## src/rtl/serial_add_pkg.sv

```systemverilog
// rtl/serial_add_pkg.sv - shared state encodings, default width and counter sizing for serial_add_ctrl
//
// Contents:
//   state_t        IDLE / SHIFT / DONE controller states
//   DEFAULT_WIDTH  default operand/result width
//   cnt_width()    bit counter width for a given operand width
package serial_add_pkg;

    localparam int DEFAULT_WIDTH = 8;

    typedef enum logic [1:0] {
        IDLE  = 2'd0,
        SHIFT = 2'd1,
        DONE  = 2'd2
    } state_t;

    // Counter only has to reach WIDTH-1, so clog2(WIDTH) bits suffice;
    // the floor of 1 keeps the vector legal for tiny widths.
    function automatic int cnt_width(input int w);
        return ($clog2(w) < 1) ? 1 : $clog2(w);
    endfunction

endpackage

```

## src/rtl/serial_add_ctrl_if.sv

```systemverilog
// rtl/serial_add_ctrl_if.sv - request/result bundle between a requester and serial_add_ctrl
//
// Signals:
//   start, abort   request / cancel strobes (requester -> adder)
//   a, b, cin      operands and carry-in (requester -> adder)
//   busy, done     status (adder -> requester)
//   sum, cout      result (adder -> requester)
// Modports: master = requester side, slave = adder side.
interface serial_add_ctrl_if #(
    parameter int WIDTH = serial_add_pkg::DEFAULT_WIDTH
);
    logic             start;
    logic             abort;
    logic [WIDTH-1:0] a;
    logic [WIDTH-1:0] b;
    logic             cin;
    logic             busy;
    logic             done;
    logic [WIDTH-1:0] sum;
    logic             cout;

    modport master (
        output start, abort, a, b, cin,
        input  busy, done, sum, cout
    );

    modport slave (
        input  start, abort, a, b, cin,
        output busy, done, sum, cout
    );
endinterface

```

## src/rtl/full_adder.sv

```systemverilog
// rtl/full_adder.sv - single-bit full adder built from two half adders
//
// Ports:
//   a, b, cin  input  addend bits and carry-in
//   s          output sum bit
//   cout       output carry-out
module full_adder (
    input  logic a,
    input  logic b,
    input  logic cin,
    output logic s,
    output logic cout
);
    logic s1;
    logic c1;
    logic c2;

    half_adder u_ha0 (.a(a),  .b(b),   .s(s1), .c(c1));
    half_adder u_ha1 (.a(s1), .b(cin), .s(s),  .c(c2));

    // The two half-adder carries can never both be 1, so OR is exact.
    assign cout = c1 | c2;
endmodule

```

## src/rtl/half_adder.sv

```systemverilog
// rtl/half_adder.sv - single-bit half adder
//
// Ports:
//   a, b  input  addend bits
//   s     output sum bit
//   c     output carry bit
module half_adder (
    input  logic a,
    input  logic b,
    output logic s,
    output logic c
);
    assign s = a ^ b;
    assign c = a & b;
endmodule

```

## src/rtl/serial_add_ctrl.sv

```systemverilog
// rtl/serial_add_ctrl.sv - bit-serial adder controller, one result bit per clock, LSB first
//
// Parameters:
//   WIDTH  operand/result width (2..32)
// Ports:
//   clk    input  system clock, rising edge
//   rst_n  input  asynchronous active-low reset (release assumed synchronous)
//   bus    slave  start/abort/a/b/cin in, busy/done/sum/cout out
// Computes {cout,sum} = a + b + cin through one shared full adder. done
// pulses for one cycle WIDTH+1 edges after the accepting edge; sum/cout
// hold until the next accepted start.
module serial_add_ctrl
    import serial_add_pkg::*;
#(
    parameter int WIDTH = DEFAULT_WIDTH
) (
    input  logic               clk,
    input  logic               rst_n,
    serial_add_ctrl_if.slave   bus
);
    localparam int             CW       = cnt_width(WIDTH);
    localparam logic [CW-1:0]  LAST_BIT = CW'(WIDTH - 1);

    state_t           state;
    logic [WIDTH-1:0] a_sr;
    logic [WIDTH-1:0] b_sr;
    logic             carry;
    logic [CW-1:0]    cnt;
    logic [WIDTH-1:0] sum_q;
    logic             cout_q;
    logic             busy_q;
    logic             done_q;

    logic             fa_s;
    logic             fa_c;

    full_adder u_fa (
        .a    (a_sr[0]),
        .b    (b_sr[0]),
        .cin  (carry),
        .s    (fa_s),
        .cout (fa_c)
    );

    always_ff @(posedge clk or negedge rst_n) begin
        if (!rst_n) begin
            state  <= IDLE;
            a_sr   <= '0;
            b_sr   <= '0;
            carry  <= 1'b0;
            cnt    <= '0;
            sum_q  <= '0;
            cout_q <= 1'b0;
            busy_q <= 1'b0;
            done_q <= 1'b0;
        end else begin
            done_q <= 1'b0;
            case (state)
                IDLE: begin
                    // abort is meaningless here, so start always wins
                    if (bus.start) begin
                        a_sr   <= bus.a;
                        b_sr   <= bus.b;
                        carry  <= bus.cin;
                        cnt    <= '0;
                        sum_q  <= '0;
                        cout_q <= 1'b0;
                        busy_q <= 1'b1;
                        state  <= SHIFT;
                    end
                end
                SHIFT: begin
                    if (bus.abort) begin
                        sum_q  <= '0;
                        cout_q <= 1'b0;
                        busy_q <= 1'b0;
                        state  <= IDLE;
                    end else begin
                        // new bit enters at the MSB; after WIDTH shifts bit 0 lands at sum[0]
                        sum_q <= {fa_s, sum_q[WIDTH-1:1]};
                        carry <= fa_c;
                        a_sr  <= a_sr >> 1;
                        b_sr  <= b_sr >> 1;
                        if (cnt == LAST_BIT) begin
                            cout_q <= fa_c;
                            done_q <= 1'b1;
                            state  <= DONE;
                        end else begin
                            cnt <= cnt + CW'(1);
                        end
                    end
                end
                DONE: begin
                    busy_q <= 1'b0;
                    state  <= IDLE;
                end
                default: begin
                    busy_q <= 1'b0;
                    state  <= IDLE;
                end
            endcase
        end
    end

    assign bus.busy = busy_q;
    assign bus.done = done_q;
    assign bus.sum  = sum_q;
    assign bus.cout = cout_q;

endmodule

```

## src/flat_wrapper.sv

```systemverilog
// flat-port wrapper written by rule: the top's interface ports become plain ports
module serial_add_ctrl_flat import serial_add_pkg::*;
#(
    parameter int WIDTH = DEFAULT_WIDTH
)
  (clk, rst_n, bus_start, bus_abort, bus_a, bus_b, bus_cin, bus_busy, bus_done, bus_sum, bus_cout);
  serial_add_ctrl_if #(.WIDTH(WIDTH)) bus_i ();
  input  logic clk;
  input  logic rst_n;
  input wire logic [$bits(bus_i.start)-1:0] bus_start;
  input wire logic [$bits(bus_i.abort)-1:0] bus_abort;
  input wire logic [$bits(bus_i.a)-1:0] bus_a;
  input wire logic [$bits(bus_i.b)-1:0] bus_b;
  input wire logic [$bits(bus_i.cin)-1:0] bus_cin;
  output wire logic [$bits(bus_i.busy)-1:0] bus_busy;
  output wire logic [$bits(bus_i.done)-1:0] bus_done;
  output wire logic [$bits(bus_i.sum)-1:0] bus_sum;
  output wire logic [$bits(bus_i.cout)-1:0] bus_cout;
  assign bus_i.start = bus_start;
  assign bus_i.abort = bus_abort;
  assign bus_i.a = bus_a;
  assign bus_i.b = bus_b;
  assign bus_i.cin = bus_cin;
  assign bus_busy = bus_i.busy;
  assign bus_done = bus_i.done;
  assign bus_sum = bus_i.sum;
  assign bus_cout = bus_i.cout;
  serial_add_ctrl #(.WIDTH(WIDTH)) u_core (.clk(clk), .rst_n(rst_n), .bus(bus_i));
endmodule
```

## config.mk

```make
export PLATFORM = sky130hd
export DESIGN_NAME = serial_add_ctrl_flat
export DESIGN_NICKNAME = d
export VERILOG_FILES = /design/src/rtl/serial_add_pkg.sv /design/src/rtl/serial_add_ctrl_if.sv /design/src/rtl/full_adder.sv /design/src/rtl/half_adder.sv /design/src/rtl/serial_add_ctrl.sv /design/src/flat_wrapper.sv
export SDC_FILE = /design/constraint.sdc
export NUM_CORES = 1
export LEC_CHECK = 0
export BUFFER_PORTS_ARGS = -buffer_cell sky130_fd_sc_hd__buf_4
export CORE_MARGIN = 4
export CORE_UTILIZATION = 58
export DETAILED_ROUTE_END_ITERATION = 16
export PLACE_DENSITY_LB_ADDON = 0.1
export REMOVE_ABC_BUFFERS = 1
export SYNTH_ARGS = -nofsm -noshare
export SYNTH_HDL_FRONTEND = slang
export SYNTH_SLANG_ARGS = --single-unit
export TNS_END_PERCENT = 30
```

## constraint.sdc

```tcl
create_clock -name clk -period 4.51 [get_ports clk]
set_input_delay 0 -clock clk [delete_from_list [all_inputs] [get_ports clk]]
set_output_delay 0 -clock clk [all_outputs]
set_load 0.005 [all_outputs]
```

==> results of run 1 <==
==> flip-flops by register name (all words and copies together), names as in the netlist <==
name	cells
u_core.a_sr	8
u_core.b_sr	8
u_core.bus.busy	1
u_core.bus.cout	1
u_core.bus.done	1
u_core.bus.sum	8
u_core.carry	1
u_core.cnt	3
u_core.state	2
==> power groups by stage <==
stage	combinational, uW	sequential (uW)	clock [uW]
2_1_floorplan	224	423	0
3_3_place_gp	280	433	0
3_5_place_dp	294	439	0
4_1_cts	307	433	237
5_1_grt	336	445	256
6_report	302	433	229
==> area by class of cell <==
cell class / count / area share [%]
clock inverters: 1 / 1.51
inverters: 8 / 1.51
multi-input cells: 74 / 35.1
well taps: 30 / 1.89
flip-flops and latches: 33 / 41.5
clock buffers: 7 / 2.77
repair buffers: 39 / 15.7
==> worst paths after layout <==
path                                   to  slack, ns  cells after the start
min in group asynchronous   u_core.cnt[1]       0.12                      2
setup / recovery           u_core.b_sr[1]       2.37                      3
hold / removal             u_core.b_sr[6]       0.03                      3
hold reg to reg            u_core.a_sr[3]       0.51                      1
max in group asynchronous  u_core.b_sr[1]       4.07                      2
setup reg to reg           u_core.b_sr[1]       2.37                      3
==> metal layers <==
layer	global-route usage [%]	up-vias
met1	22.7	500
met5	0	-
met4	4.64	0
li1	-	504
met2	29.5	33
met3	7.02	4
==> stage by stage <==
stage / power (uW) / cells / setup WS [ns] / cell area [sq um]
finish: 964 / 192 / 2.37 / 1990
global route: 1040 / 192 / 2.26 / 1990
CTS: 976 / 192 / 2.37 / 1990
detailed placement: 733 / 176 / 2.40 / 1820
global placement: 713 / 176 / 2.45 / 1820
floorplan: 648 / 115 / 2.62 / 1550
==> kinds of logic after synthesis <==
kind of cell	after synthesis	synth area share, %
compound gates	24	10.5
fa+ha+maj	3	2.78
buf+inv	14	5.88
flops	33	51.0
mux	30	23.7
simple gates	17	6.11
==> synthesized netlist by cell type, drive strengths merged <==
master,number,share of area (%)
or2,1,0.39
a21oi,5,1.8
fa,1,1.2
nor3,1,0.31
ha,2,1.5
nor4b,1,0.54
nand2,7,1.6
dfrtp,33,51
clkbuf,1,0.23
o21ai,6,1.9
nor2b,4,1.7
nor3b,1,0.77
mux2i,6,3.7
a21o,1,0.46
buf,5,3.8
mux2,24,20
inv,8,1.9
nand2b,2,0.77
a22o,11,6.0
o21bai,1,0.46
==> worst max-delay path, stage by stage (launching register included) <==
cell and delay [ns]:
dfrtp_1 0.54, nor2b_2 0.79, mux2_2 0.41, mux2_2 0.26
==> timing repair <==
action,4_1_cts,5_1_grt
resized for setup,0,0
setup endpoints to repair,0,0
setup buffers,0,0
hold buffers,8,0
endpoints found under the hold margin,39,0
==> impl_metrics.ini, run 1 <==
[critical_path]
cp_max_fo = 15
cp_data_arrival_time_ns = 2.34
start_kind = register
cp.required_ns = 4.71
crit_path_end_kind = register
crit_type = reg -> reg
timing.rr.start = u_core.state[0]
critPathLaunch = u_core.state[0]

[sta]
hold_slack_ns = 0.0299
max_slew.worst_pin.slew_ns = 1.07
tns_ns = 0
relSlewSlack_pct = 28.9
rsz0062_at_grt = no
skew_ns = 0.0174
fin_crit_ns = 2.14
max_freq_ghz = 0.468
min_period_over_period_pct = 47.4
hold_viol_final = 0
setup_violations = 0
maxSlewViolCount = 0

[finish]
multiInputGateArea_sq_um = 697
area_growth_syn_to_layout_pct = 22.9
seq_area_sq_um = 826
layout-drive-gt1-share_pct = 40.7
diodes = 0
nNetsFinal = 185
utilization_pct = 77.4
final_cell_mix = dfrtp_1 (33), buf_4 (31), mux2_4 (14)
fill_cells = 177
layout_commonest_cell = dfrtp_1

[routing]
wl_per_cell_um = 14.8
vias = 1041
drtPass1Iterations = 4
totalWireLength_um = 2840
highest-signal-layer = met4
wl_met1_um = 1220
antenna_left = 0
route.met3.wl_um = 213
vias_per_cell = 5.42
drc_errors = 0
met2WireLength_um = 1380
drtIter0Drc = 28

[logic_synthesis]
yosysSeqAreaShare_pct = 51.0
synth_area_sq_mm = 0.00162
syn_inst = 121
synth_seq_cells = 33
syn_avg_cell_area_sq_um = 13.4
synth_cell_types = 25
yosys_warnings = 0

[global_route]
grt_pass1_wl_um = 4860
overflow = 0
antenna_found_initial = 0
track_usage_pct = 18.1
first_global_vias = 1126
grt_max_degree = 34

[clock_tree]
clock_sinks = 33
clockBufferDepth = 2
clkTransAtPathRegs_ns = 0.11
cts-root-buf = clkbuf_4
clk_latency_ns = 0.33
numCtsBuffers = 5
htree_levels = 2
cts_tree = done

[floorplanning]
core_sq_mm = 0.00257
placementRows = 18
die_h_um = 60.8
boundaryPins = 32
start_util_pct = 63.0
die-area_sq_mm = 0.00370
die_w_um = 60.8

[placement]
gp_congestion = 0.723
dpl.hpwl_um = 1960
io_buffers = 31

[pwr]
p_int_uw = 702
power_frac_comb_pct = 31.3
power_frac_clock_pct = 23.7
power_frac_seq_pct = 44.9
p_per_area_mw_per_mm2 = 485
power_leakage_uw = 0.00102
peakVddDrop_mv = 0.363
switchingPower_uw = 262
swShare_pct = 27.2

[run]
cap_violations = 0

[min_path]
hp-start = bus_b[6]
min_path_type = in -> reg

[outcome]
status = complete, no violations
Note: power is estimated with default switching activity, not from simulation.
==> run 2, diff against run 1 <==
ABC_AREA = 1   (was default)
CORE_UTILIZATION = 53   (was 58)
clock period = 2.05 ns   (was 4.51 ns; I/O delays follow)
==> run 2 against run 1 <==
Setup slack got worse by 1.9 ns. Worst hold slack got worse by 0.017 ns. Fmax rose by 40%. Utilization fell by 4.3 points. Non-clock buffer count rose by 11. Total power rose by 90%.
==> impl_metrics.ini, run 2 <==
[logic_synthesis]
synth_flop_cell = dfrtp_1
async_flop_share_pct = 100
synth_top_area_share_pct = 53.4
syn_inst = 193
yosysTopAreaCell = dfrtp_1
ys_top_cells_by_count = nand2_1 (95), dfrtp_1 (33), inv_1 (19)
synth.area.top_cells = dfrtp_1 (53%), nand2_1 (23%), inv_1 (4.6%)
synth_area_sq_mm = 0.00155
synth-edff-count = 0
synth_cell_types = 20
yosys_warnings = 0
yosysMostFrequentCell = nand2_1
yosysSeqAreaShare_pct = 53.4
synth_seq_cells = 33
syn_avg_cell_area_sq_um = 8.02

[clock_tree]
clk_latency_ns = 0.32
clock_sinks = 33
cts_tree = done
clockBufferDepth = 2
cts_setup_buffers = 0
htree_levels = 2
hold_buffers = 17
cts.repair.resized = 0
cts-root-buf = clkbuf_4
numCtsBuffers = 5
clkTransAtPathRegs_ns = 0.10

[critical_path]
worst_path_most_repeated_cell = ha_1
cp_cell_sequence = ha_1, ha_1, o21ai_0, nand3_1, nand2_1
start_kind = register
cp.required_ns = 2.32
cp_data_arrival_time_ns = 1.80
crit_type = reg -> reg
slowest_stage = dfrtp_1
crit_path_end_kind = register
path_buf_inv = 0
cp_max_fo = 3
cpPeakStageDelay_ns = 0.41
cp_top_family = adder cells

[sta]
hold_viol_final = 0
tns_ns = 0
relSlewSlack_pct = 54.6
skew_ns = 0.00252
min_period_over_period_pct = 74.6
maxSlewViolCount = 0
rsz0062_at_grt = no
max_freq_ghz = 0.654
setup_violations = 0
fin_crit_ns = 1.53
max_slew.worst_pin.slew_ns = 0.679

[floorplanning]
die_h_um = 62.0
placementRows = 19
boundaryPins = 32
start_util_pct = 55.6
core_sq_mm = 0.00278
die-area_sq_mm = 0.00385
die_w_um = 62.0

[placement]
io_buffers = 31
dpl.hpwl_um = 2160
gp_congestion = 0.733
placedCellCount = 249

[global_route]
grt_max_degree = 34
track_usage_pct = 20.3
overflow = 0
grt_pass1_wl_um = 5730
first_global_vias = 1387
antenna_found_initial = 0

[pwr]
switchingPower_uw = 610
swShare_pct = 33.3
p_int_uw = 1220
peakVddDrop_mv = 0.662
power_frac_seq_pct = 48.4
power_frac_clock_pct = 22.7
power_frac_comb_pct = 28.9
p_per_area_mw_per_mm2 = 901
power_leakage_uw = 0.00112

[routing]
vias_per_cell = 5.07
vias = 1393
drtIter0Drc = 78
wl_per_cell_um = 12.1
drtPass1Iterations = 4
antenna_left = 0
drc_errors = 0
totalWireLength_um = 3320

[outcome]
status = complete, no violations

[finish]
fill_cells = 223
nNetsFinal = 267
final_cell_mix = nand2_1 (95), dfrtp_1 (33), buf_4 (32)
instances_no_fill = 275
layout-drive-gt1-share_pct = 18.9
layout_commonest_cell = nand2_1
area_growth_syn_to_layout_pct = 31.4
diodes = 0

[min_path]
min_path_type = in -> reg

[run]
cap_violations = 0
-- run 2: kinds of logic (layout without fill, tap and decap cells) --
group	count (synthesis)	count (layout)	share of synthesized area, %
buffers and inverters	28	79	7.92
DFF	33	33	53.4
and+or+nand+nor	113	113	29.7
adders and majority gates	3	3	2.91
AOI/OAI and AO/OA	16	16	6.06
-- run 2: path summary, 6_finish.rpt --
kind	start	to	slack (ns)	depth (start not counted)
max in group asynchronous	rst_n	u_core.b_sr[3]	1.61	2
hold reg to reg	u_core.a_sr[3]	u_core.a_sr[3]	0.48	2
min in group asynchronous	rst_n	u_core.bus.sum[4]	0.15	2
setup reg to reg	u_core.cnt[0]	u_core.cnt[0]	0.52	5
setup / recovery	u_core.cnt[0]	u_core.cnt[0]	0.52	5
hold / removal	bus_b[5]	u_core.b_sr[5]	0.01	5
-- run 2: tightest hold or removal path: cells and delay by family --
| family | cells | cell delay (ns) |
|---|---|---|
| AND/OR/NAND/NOR | 4 | 0.22 |
| buffers and inverters | 1 | 0.09 |
-- run 2: power by group through the flow --
stage / clock network, uW / logic (uW) / registers [uW]
2_1_floorplan: 0 / 339 / 881
3_3_place_gp: 0 / 475 / 891
3_5_place_dp: 0 / 503 / 896
4_1_cts: 425 / 530 / 885
5_1_grt: 461 / 615 / 906
6_report: 416 / 529 / 887
-- run 2: per-stage QoR --
stage / hold slack [ns] / util, % / setup slack (ns) / cell area (sq um) / total power (uW)
floorplan: -0.296 / - / 0.716 / 1500 / 1220
global placement: -0.0388 / 64.1 / 0.652 / 1780 / 1370
detailed placement: -0.0321 / 64.1 / 0.555 / 1780 / 1400
CTS: 0.00150 / 72.7 / 0.548 / 2020 / 1840
global route: 0.0491 / 73.1 / 0.356 / 2030 / 1980
finish: 0.0129 / 73.1 / 0.520 / 2030 / 1830
-- run 2: cell type report --
cell class | instances | area [sq um] | area share (%)
multi-input combinational | 132 | 599 | 29.5
clock inverter | 1 | 5.00 | 0.246
tap | 31 | 38.8 | 1.91
timing repair buffer | 50 | 420 | 20.7
clock buffer | 7 | 65.1 | 3.20
sequential | 33 | 826 | 40.6
inverter | 21 | 78.8 | 3.88
-- run 2: routing by layer --
metal  GRT usage [%]  wire length, um  vias up
met2            33.3             1630       45
met4            9.39               62        0
li1                -                -      692
met5               0                0        -
met3            4.75              187        9
met1            25.3             1430      647
==> run 3, diff against run 2 <==
clock period = 1.45 ns   (was 2.05 ns; I/O delays follow)
==> run 3 against run 2 <==
Total power increased by 37%. Sequential share of layout area decreased by 0.37 points. Via count increased by 0.86%. Clock-buffer cell count increased by 1. Cell count increased by 1.5%. First-iteration DRC count increased by 51%. Clock power increased by 15%. Register-to-register slack got worse by 0.41 ns. Utilization increased by 0.67 points. Setup slack got worse by 0.41 ns. Final area increased by 0.92%. Sequential cell count unchanged. Largest power group unchanged.
==> impl_metrics.ini, run 3 (same netlist as run 2, synthesis figures left out) <==
[outcome]
status = complete, no violations

[sta]
relSlewSlack_pct = 72.5
rsz0062_at_grt = no
max_slew.worst_pin.slew_ns = 0.413
fin_crit_ns = 1.34
final.setup.worst_slack_ns = 0.109
max_freq_ghz = 0.746
maxSlewViolCount = 0
tns_ns = 0
skew_ns = 0.00463
min_period_over_period_pct = 92.5
setup_violations = 0
hold_viol_final = 0

[routing]
totalWireLength_um = 3440
vias_per_cell = 5.04
vias = 1405
drtIter0Drc = 118
drc_errors = 0
wl_per_cell_um = 12.3
antenna_left = 0
drtPass1Iterations = 4

[global_route]
grt_pass1_wl_um = 5780
met2_usage_pct = 35.2
antenna_found_initial = 0
grt_max_degree = 34
busiest_layer = met2
grt.met3_usage_pct = 5.79
overflow = 0
first_global_vias = 1356
track_usage_pct = 20.6
met1_usage_pct = 25.2

[pwr]
p_per_area_mw_per_mm2 = 1230
peakVddDrop_mv = 1.18
power_leakage_uw = 0.00113

[clock_tree]
clk_latency_ns = 0.33
cts_setup_buffers = 0
htree_levels = 2
clockBufferDepth = 2
clkTransAtPathRegs_ns = 0.09
clock_sinks = 33
cts-root-buf = clkbuf_4
cts_tree = done
numCtsBuffers = 5

[critical_path]
crit_path_end_kind = register
cp_max_fo = 5
start_kind = register
cp.required_ns = 1.68
crit_type = reg -> reg
cp_data_arrival_time_ns = 1.57

[floorplanning]
placementRows = 19
core_sq_mm = 0.00278
boundaryPins = 32
die_w_um = 62.0
die_h_um = 62.0
start_util_pct = 55.6
die-area_sq_mm = 0.00385

[finish]
area_growth_syn_to_layout_pct = 32.6
layout_commonest_cell = nand2_1
seq_area_sq_um = 826
multiInputGateArea_sq_um = 609
layout-drive-gt1-share_pct = 19.4
final_cell_mix = nand2_1 (95), buf_4 (36), dfrtp_1 (33)
diodes = 0
nNetsFinal = 271
fill_cells = 221

[run]
cap_violations = 0

[placement]
place_ws_ns = 0.0476
gp_congestion = 0.787
io_buffers = 31
dpl.hpwl_um = 2260

[min_path]
min_path_type = in -> reg
==> run 3: stage by stage <==
| step | hold WS [ns] | power, uW | cells | cell area [sq um] | utilization (%) |
|---|---|---|---|---|---|
| floorplan | -0.296 | 1730 | 186 | 1500 | - |
| global placement | -0.0391 | 1960 | 253 | 1810 | 65.2 |
| detailed placement | -0.0340 | 2010 | 253 | 1810 | 65.2 |
| CTS | 0.00405 | 2530 | 279 | 2040 | 73.4 |
| global route | 0.0481 | 2720 | 279 | 2050 | 73.8 |
| finish | 0.0360 | 2520 | 279 | 2050 | 73.8 |
==> run 3: repair_timing <==
action                                 CTS  global route
hold buffers                            18             0
endpoints found under the hold margin   50             0
setup endpoints to repair                0             6
resized for setup                        0             3
==> run 3: final cells by class <==
cell class	count	area share, %
flip-flops and latches	33	40.2
multi-input cells	132	29.7
repair buffers	54	22.0
inverters	21	3.84
clock buffers	8	2.38
well taps	31	1.89
==> run 3: power breakdown <==
part           internal [uW]  total [uW]  leakage [uW]  switching, uW
sequential              1130        1260      0.000430            120
combinational            335         782      0.000677            447
clock                    193         479     0.0000265            286
==> run 3: final timing paths <==
check	endpoint	cells past startpoint	from	slack, ns
setup / recovery	u_core.cnt[1]	6	u_core.cnt[0]	0.11
hold / removal	u_core.cnt[1]	4	bus_abort	0.04
setup reg to reg	u_core.cnt[1]	6	u_core.cnt[0]	0.11
hold reg to reg	u_core.b_sr[6]	2	u_core.b_sr[6]	0.48
max in group asynchronous	u_core.bus.sum[6]	2	rst_n	1.01
min in group asynchronous	u_core.bus.sum[7]	2	rst_n	0.14
==> run 3: metal layers <==
layer | up-vias | routed length, um
li1 | 703 | -
met1 | 661 | 1480
met2 | 35 | 1720
met3 | 6 | 197
met4 | 0 | 41
met5 | - | 0
==> run 3: worst max-delay path, stage by stage, from the launching register on <==
cell	delay, ns
dfrtp_1	0.42
ha_1	0.21
ha_1	0.20
inv_1	0.11
nand3_2	0.14
nand3_1	0.11
nand2_1	0.05
